## config.mk

```make
export PLATFORM = sky130hd
export DESIGN_NAME = imm_extend_pipe
export DESIGN_NICKNAME = d
export VERILOG_FILES = /design/src/rtl/imm_extend_pipe.sv
export SDC_FILE = /design/constraint.sdc
export NUM_CORES = 1
export LEC_CHECK = 0
export CORE_MARGIN = 5
export CORE_UTILIZATION = 56
export DETAILED_ROUTE_END_ITERATION = 16
export HOLD_SLACK_MARGIN = 0.03
export PLACE_DENSITY = 0.91
export SLEW_MARGIN = 30
export SYNTH_ARGS = -nofsm -noshare
export SYNTH_HDL_FRONTEND = slang
export SYNTH_SLANG_ARGS = --single-unit
```

## constraint.sdc

```tcl
create_clock -name clk -period 4.1 [get_ports clk]
set_input_delay 0.615 -clock clk [delete_from_list [all_inputs] [get_ports clk]]
set_output_delay 0.615 -clock clk [all_outputs]
set_load 0.02 [all_outputs]
```

## src/rtl/imm_extend_pipe.sv

```systemverilog
// imm_extend_pipe
//   Decodes the immediate field of a RISC-V instruction and sign- or
//   zero-extends it to XLEN bits. The decoded entry {imm_ext, tag, illegal}
//   then passes through a 2-entry skid buffer: a main output register and a
//   skid register. in_ready comes straight from a flop, so the upstream
//   handshake has no combinational path from out_ready or in_valid.
//
// Parameters
//   XLEN   output immediate width (32 or 64)
//   TAG_W  width of the sideband tag
//
// Ports
//   clk          rising-edge clock
//   rst_n        asynchronous active-low reset
//   flush        synchronous discard of both buffered entries
//   in_valid     upstream offers an entry
//   in_ready     block can accept an entry this cycle (registered)
//   imm_src      format: 0 I, 1 S, 2 B, 3 J, 4 U, 5 Z (CSR uimm), 6-7 illegal
//   instr        instruction bits [31:7]
//   in_tag       sideband tag, passed through unmodified
//   out_valid    output entry valid
//   out_ready    downstream accepts the output entry
//   imm_ext      extended immediate
//   out_tag      tag of the output entry
//   out_illegal  output entry came from an illegal imm_src
module imm_extend_pipe #(
  parameter int XLEN  = 32,
  parameter int TAG_W = 5
) (
  input  logic             clk,
  input  logic             rst_n,
  input  logic             flush,
  input  logic             in_valid,
  output logic             in_ready,
  input  logic [2:0]       imm_src,
  input  logic [24:0]      instr,
  input  logic [TAG_W-1:0] in_tag,
  output logic             out_valid,
  input  logic             out_ready,
  output logic [XLEN-1:0]  imm_ext,
  output logic [TAG_W-1:0] out_tag,
  output logic             out_illegal
);

  // Only the two RISC-V register widths make sense for this decoder.
  if (XLEN != 32 && XLEN != 64) begin : g_bad_xlen
    $error("imm_extend_pipe: XLEN must be 32 or 64");
  end

  localparam logic [2:0] SRC_I = 3'd0;
  localparam logic [2:0] SRC_S = 3'd1;
  localparam logic [2:0] SRC_B = 3'd2;
  localparam logic [2:0] SRC_J = 3'd3;
  localparam logic [2:0] SRC_U = 3'd4;
  localparam logic [2:0] SRC_Z = 3'd5;

  // instr holds instruction bits [31:7], so instruction bit k sits at
  // instr[k-7]. The sign bit (instruction bit 31) is therefore instr[24].
  logic            sign;
  logic [XLEN-1:0] dec_imm;
  logic            dec_ill;

  assign sign = instr[24];

  // Decode at the input so every buffer entry already holds the final
  // immediate; the output side is then a plain register with no logic.
  // Illegal selects produce a zero immediate with the illegal flag raised.
  always_comb begin
    dec_imm = '0;
    dec_ill = 1'b0;
    unique case (imm_src)
      SRC_I: dec_imm = {{(XLEN-12){sign}}, instr[24:13]};
      SRC_S: dec_imm = {{(XLEN-12){sign}}, instr[24:18], instr[4:0]};
      SRC_B: dec_imm = {{(XLEN-12){sign}}, instr[0], instr[23:18],
                        instr[4:1], 1'b0};
      SRC_J: dec_imm = {{(XLEN-20){sign}}, instr[12:5], instr[13],
                        instr[23:14], 1'b0};
      SRC_U: dec_imm = {{(XLEN-32){sign}}, instr[24:5], 12'b0};
      SRC_Z: dec_imm = {{(XLEN-5){1'b0}}, instr[12:8]};
      default: begin
        dec_imm = '0;
        dec_ill = 1'b1;
      end
    endcase
  end

  logic             main_valid;
  logic [XLEN-1:0]  main_imm;
  logic [TAG_W-1:0] main_tag;
  logic             main_ill;
  logic             skid_valid;
  logic [XLEN-1:0]  skid_imm;
  logic [TAG_W-1:0] skid_tag;
  logic             skid_ill;
  logic             in_ready_q;
  logic             in_xfer;
  logic             out_xfer;

  assign in_xfer  = in_valid && in_ready_q;
  assign out_xfer = main_valid && out_ready;

  // Skid buffer control and storage. The main register only changes when it
  // is empty or drains, which keeps the outputs stable during a stall. When
  // the main register is stuck and a new entry arrives it parks in the skid
  // register and in_ready drops the following cycle; the skid entry moves
  // forward on the next drain and in_ready comes back. Because in_ready is
  // low whenever the skid register is full, no input can arrive in that
  // state. Flush wins over everything, including a same-cycle input.
  always_ff @(posedge clk or negedge rst_n) begin
    if (!rst_n) begin
      main_valid <= 1'b0;
      main_imm   <= '0;
      main_tag   <= '0;
      main_ill   <= 1'b0;
      skid_valid <= 1'b0;
      skid_imm   <= '0;
      skid_tag   <= '0;
      skid_ill   <= 1'b0;
      in_ready_q <= 1'b1;
    end else if (flush) begin
      main_valid <= 1'b0;
      skid_valid <= 1'b0;
      in_ready_q <= 1'b1;
    end else if (skid_valid) begin
      if (out_xfer) begin
        main_imm   <= skid_imm;
        main_tag   <= skid_tag;
        main_ill   <= skid_ill;
        skid_valid <= 1'b0;
        in_ready_q <= 1'b1;
      end
    end else if (main_valid) begin
      if (in_xfer && !out_ready) begin
        skid_imm   <= dec_imm;
        skid_tag   <= in_tag;
        skid_ill   <= dec_ill;
        skid_valid <= 1'b1;
        in_ready_q <= 1'b0;
      end else if (in_xfer) begin
        main_imm <= dec_imm;
        main_tag <= in_tag;
        main_ill <= dec_ill;
      end else if (out_ready) begin
        main_valid <= 1'b0;
      end
    end else if (in_xfer) begin
      main_imm   <= dec_imm;
      main_tag   <= in_tag;
      main_ill   <= dec_ill;
      main_valid <= 1'b1;
    end
  end

  assign in_ready    = in_ready_q;
  assign out_valid   = main_valid;
  assign imm_ext     = main_imm;
  assign out_tag     = main_tag;
  assign out_illegal = main_ill;

endmodule

```

==> out/qor.yml, run 1 <==
sta:
  finalCritPeriodShare: 0.665
  maxSlewHeadroom: 0.376
  setup_tns_ns: 0
  hold_viol_final: 0
  maxSlewViolCount: 0
  tightestPinTransition_ns: 0.934
  hold_ws_ns: 0.306
  layout_min_cycle_time_ns: 2.73
  fmax_ghz: 0.367
  setup_viol: 0
  rsz0062_at_grt: "false"
  finClkSkew_ns: 0.00704
die:
  rows: 30
  io_pins: 78
  die_w_um: 93.4
  initial_core_util: 0.573
  die_y_um: 93.4
  die-area_mm2: 0.00873
  core_area_mm2: 0.00679
synthesis:
  ys_seq_area_frac: 0.508
  synth-main-ff-cell: "dfrtp_1"
  syn_avg_cell_area_um2: 9.84
  synthCells: 396
  synth_edf_count: 0
  synth-seq-cells: 79
  async_flop_share: 1.00
  yosys_warnings: 0
  synth_area_mm2: 0.00390
  synth.net_count: 434
  synth_cell_types: 47
place:
  dpl_cell_area_mm2: 0.00467
  dp_hpwl_um: 6370
  io_buffers: 77
  placed_cells: 542
  place.gp.congestion: 0.785
cells_and_area:
  n_fill_cell: 501
  area_growth_pct: 24.0
  design_area_mm2: 0.00483
  n_antenna_cell: 0
  layout_common_cells: "dfrtp_1, clkdlybuf4s50_1, nand2_1, o21ai_1, a21oi_1"
  drive_gt1_frac: 0.0868
  fin_cells: 557
  layout.nets: 495
  layout_commonest_cell: "dfrtp_1"
cts:
  clk_pin_slew_worst_paths_ns: 0.07
  ctsResizeCount: 0
  h-tree-depth: 3
  cts-root-buf: "clkbuf_8"
  clock_latency_ns: 0.34
  cts_buffers: 9
  clock_sinks: 79
  cts_tree: "built"
  hold_buffers: 0
  cts_buffer_depth: 2
  postCtsSetupBuffers: 0
drt:
  drtPass1Iterations: 5
  drc_errors: 0
  via_per_inst: 5.92
  detail-route-antenna-nets: 0
  wl_per_cell_um: 16.8
  drt-total-wl_um: 9350
  vias: 3295
  drt_iter0_drc: 291
hold_path:
  hp-class: "in2async"
critical_path:
  crit_fanout: 40
  start_kind: "primary input"
  crit_path_end_kind: "flip-flop"
  worstPathArrival_ns: 2.95
  cp.required_ns: 4.32
  path_class: "in2reg"
global_routing:
  antenna_found_initial: 0
  gr-usage-all-layers: 0.222
  grt_max_degree: 80
  grt_pass1_wl_um: 15600
  grt_pass1_vias: 3274
  grt.overflow.total: 0
flow_run:
  drv_cap: 0
run_status:
  status: "finished clean"
power_and_ir_drop:
  p_per_area_mw_per_mm2: 489
  leakage_nw: 2.08
  ir_drop_v: 0.000251
==> cell usage after synthesis, drive strengths merged (4+ instances only) <==
cell,instances,share of area
a21oi,36,0.046
a31oi,7,0.011
buf,19,0.028
clkbuf,14,0.013
dfrtp,78,0.50
mux2,24,0.080
mux2i,7,0.018
nand2,69,0.066
nand3,7,0.0090
nor2,20,0.019
o211ai,7,0.013
o21a,4,0.0077
o21ai,53,0.068
o41ai,11,0.025
==> through the flow <==
step	setup slack, ns	util	total power (W)
2_1_floorplan	2.19	-	0.00152
4_1_cts	1.38	0.710	0.00237
6_report	1.37	0.711	0.00236
3_3_place_gp	1.10	0.687	0.00184
3_5_place_dp	1.02	0.687	0.00188
5_1_grt	1.26	0.711	0.00249
==> state kept, by name, summed over array words and instances, names as in the netlist <==
register	flops
in_ready	1
skid_ill	1
skid_tag	5
skid_imm	32
out_illegal	1
imm_ext	32
out_valid	1
skid_valid	1
out_tag	5
==> critical path: stages <==
cell             delay, ns
clkdlybuf4s50_1       0.54
and2b_1               0.24
or3b_2                0.75
buf_4                 0.45
mux2_4                0.33
==> final timing paths <==
kind                            start           end  slack, ns  cells past startpoint
max reg2reg                skid_valid    imm_ext[1]       1.50                      6
min in group clk           imm_ext[9]    imm_ext[9]       0.48                      1
max                         out_ready  skid_imm[18]       1.37                      5
min reg2reg                imm_ext[9]    imm_ext[9]       0.48                      1
min                             rst_n    skid_valid       0.31                      1
max in group asynchronous       rst_n   skid_imm[2]       3.31                      1
==> layout make-up <==
cell class                 instances  area, µm²  share of cell area
clock inverter                     1       5.00             0.00104
tap                               96        120              0.0249
clock buffer                      14        153              0.0316
sequential                        79       1980               0.410
timing repair buffer              83        817               0.169
multi-input combinational        281       1750               0.361
inverter                           3       11.3             0.00233
==> kinds of logic (layout without fill, tap and decap cells) <==
group | after synthesis | after routing | synth area share
AOI/OAI and AO/OA | 138 | 138 | 0.219
and+or+nand+nor | 111 | 111 | 0.129
DFF | 79 | 79 | 0.508
buffers and inverters | 36 | 101 | 0.0446
muxes | 31 | 31 | 0.0979
xor gates and xnor gates | 1 | 1 | 0.00225
==> power by group <==
| group | switching [W] | internal (W) |
|---|---|---|
| Sequential | 0.000119 | 0.000983 |
| Combinational | 0.000386 | 0.000376 |
| Clock | 0.000262 | 0.000234 |
==> per-layer routing <==
layer / wire, µm / GRT usage / vias up
met5: 0 / 0 / -
met4: 144 / 0.0720 / 0
met3: 572 / 0.0386 / 15
met2: 4540 / 0.359 / 125
met1: 4100 / 0.304 / 1608
li1: - / - / 1547
(Power assumes the default switching activity.)
==> inputs of run 2 (changes only) <==
- CORE_UTILIZATION: 56 -> 47
- PLACE_DENSITY: 0.91 -> 0.82
- clock period: 4.1 -> 2.2 ns (I/O delays scaled with it)
==> out/qor.yml, run 2 (synthesis results as in run 1) <==
run_status:
  status: "finished clean"
global_routing:
  grt.overflow.total: 0
  gr-usage-all-layers: 0.204
  grt_max_degree: 49
  antenna_found_initial: 0
  grt_pass1_vias: 3414
  grt_pass1_wl_um: 16400
power_and_ir_drop:
  clkPwrFrac: 0.238
  p_int_w: 0.00316
  ir_drop_v: 0.000431
  switching_share: 0.318
  p_seq_frac: 0.444
  p_per_area_mw_per_mm2: 908
  leakage_nw: 2.22
  comb_power_share: 0.319
  p_sw_w: 0.00147
critical_path:
  crit-reg2reg-capture: "skid_imm[26]"
  crit_path_end_kind: "flip-flop"
  worstPathArrival_ns: 2.15
  crit_fanout: 5
  cp_slowest_cell: "clkdlybuf4s50_1"
  start_kind: "primary input"
  worstPathCellList: "clkdlybuf4s50_1 -> xor2_1 -> mux2_1 -> a32oi_1 -> o21ai_1"
  cpPeakStageDelay_ns: 0.57
  r2r_cells: 6
  r2r_setup_slack_ns: 0.34
  path_class: "in2reg"
  r2r-start: "in_ready"
  cp.required_ns: 2.42
drt:
  drt-total-wl_um: 9860
  via_per_inst: 5.71
  drc_errors: 0
  detail-route-antenna-nets: 0
  drt_iter0_drc: 180
  drtPass1Iterations: 5
  wl_per_cell_um: 16.8
  vias: 3351
sta:
  fmax_ghz: 0.517
  setup_tns_ns: 0
  layout_min_cycle_time_ns: 1.93
  hold_viol_final: 0
  finClkSkew_ns: 0.0145
  maxSlewHeadroom: 0.647
  tightestPinTransition_ns: 0.530
  setup_viol: 0
  rsz0062_at_grt: "false"
  finalCritPeriodShare: 0.878
  maxSlewViolCount: 0
place:
  dp_hpwl_um: 6980
  place.gp.congestion: 0.795
  io_buffers: 77
  dpl_cell_area_mm2: 0.00488
cts:
  cts-root-buf: "clkbuf_8"
  cts_buffer_depth: 2
  cts_tree: "built"
  cts_buffers: 9
  clk_pin_slew_worst_paths_ns: 0.08
  h-tree-depth: 3
  clock_latency_ns: 0.35
  ctsResizeCount: 0
  clock_sinks: 79
hold_path:
  hold_depth: 2
  min_from: "imm_ext[21]"
  hp-class: "reg2reg"
  hold_end: "imm_ext[21]"
cells_and_area:
  area_growth_pct: 30.8
  n_fill_cell: 674
  layout_common_cells: "dfrtp_1, clkdlybuf4s50_1, nand2_1, o21ai_1, a21oi_1"
  design_area_mm2: 0.00510
  layout_commonest_cell: "dfrtp_1"
  n_antenna_cell: 0
  layout.nets: 515
  drive_gt1_frac: 0.127
die:
  io_pins: 78
  initial_core_util: 0.479
  rows: 33
  die-area_mm2: 0.0102
  core_area_mm2: 0.00813
  die_y_um: 101
  die_w_um: 101
flow_run:
  drv_cap: 0
[run 2: area by class of cell]
class                      instances  area (µm²)  area share
clock buffer                      13         159      0.0312
clock inverter                     3        43.8     0.00859
inverter                           3        11.3     0.00221
multi-input combinational        281        1740       0.342
sequential                        79        1980       0.388
tap                              105         131      0.0258
timing repair buffer             103        1030       0.202
[run 2: per-layer routing]
layer	track usage	vias to the layer above	share of wire
li1	-	1587	-
met5	0	-	0
met3	0.0450	13	0.068
met2	0.323	141	0.48
met4	0.0838	0	0.017
met1	0.271	1610	0.44
[run 2: power by group through the flow]
stage / logic [W] / clock network [W] / registers (W)
2_1_floorplan: 0.000570 / 0 / 0.00227
3_3_place_gp: 0.00143 / 0 / 0.00206
3_5_place_dp: 0.00148 / 0 / 0.00208
4_1_cts: 0.00149 / 0.00112 / 0.00205
5_1_grt: 0.00160 / 0.00119 / 0.00210
6_report: 0.00147 / 0.00110 / 0.00205
[run 2: worst max-delay path by stage]
stage | start | cells after the start | to | slack (ns)
2_1_floorplan | in_ready | 5 | skid_imm[12] | 0.41
3_3_place_gp | imm_src[0] | 5 | imm_ext[2] | 0.04
3_5_place_dp | imm_src[0] | 5 | skid_imm[2] | -0.05
4_1_cts | in_ready | 1 | in_ready | 0.27
5_1_grt | imm_src[0] | 5 | skid_imm[1] | 0.23
6_report | imm_src[0] | 5 | skid_imm[2] | 0.27
[run 2: through the flow]
stage / utilization / worst slack (ns) / total power, W / hold WS [ns] / std cells
2_1_floorplan: - / 0.414 / 0.00284 / 0.0344 / 396
3_3_place_gp: 0.600 / 0.0429 / 0.00349 / 0.333 / 570
3_5_place_dp: 0.600 / -0.0453 / 0.00355 / 0.344 / 570
4_1_cts: 0.627 / 0.269 / 0.00466 / 0.488 / 587
5_1_grt: 0.627 / 0.227 / 0.00489 / 0.511 / 587
6_report: 0.627 / 0.268 / 0.00463 / 0.481 / 587
[run 2: repair_timing]
item,CTS,global route
hold buffers,1,0
buffers inserted,0,0
endpoints found under the hold margin,36,0
[run 2: worst max-delay path, delay by kind of cell]
kind	cells	cell delay, ns
muxes	1	0.37
buffers and inverters	1	0.57
xor gates and xnor gates	1	0.31
AOI/OAI and AO/OA	2	0.57
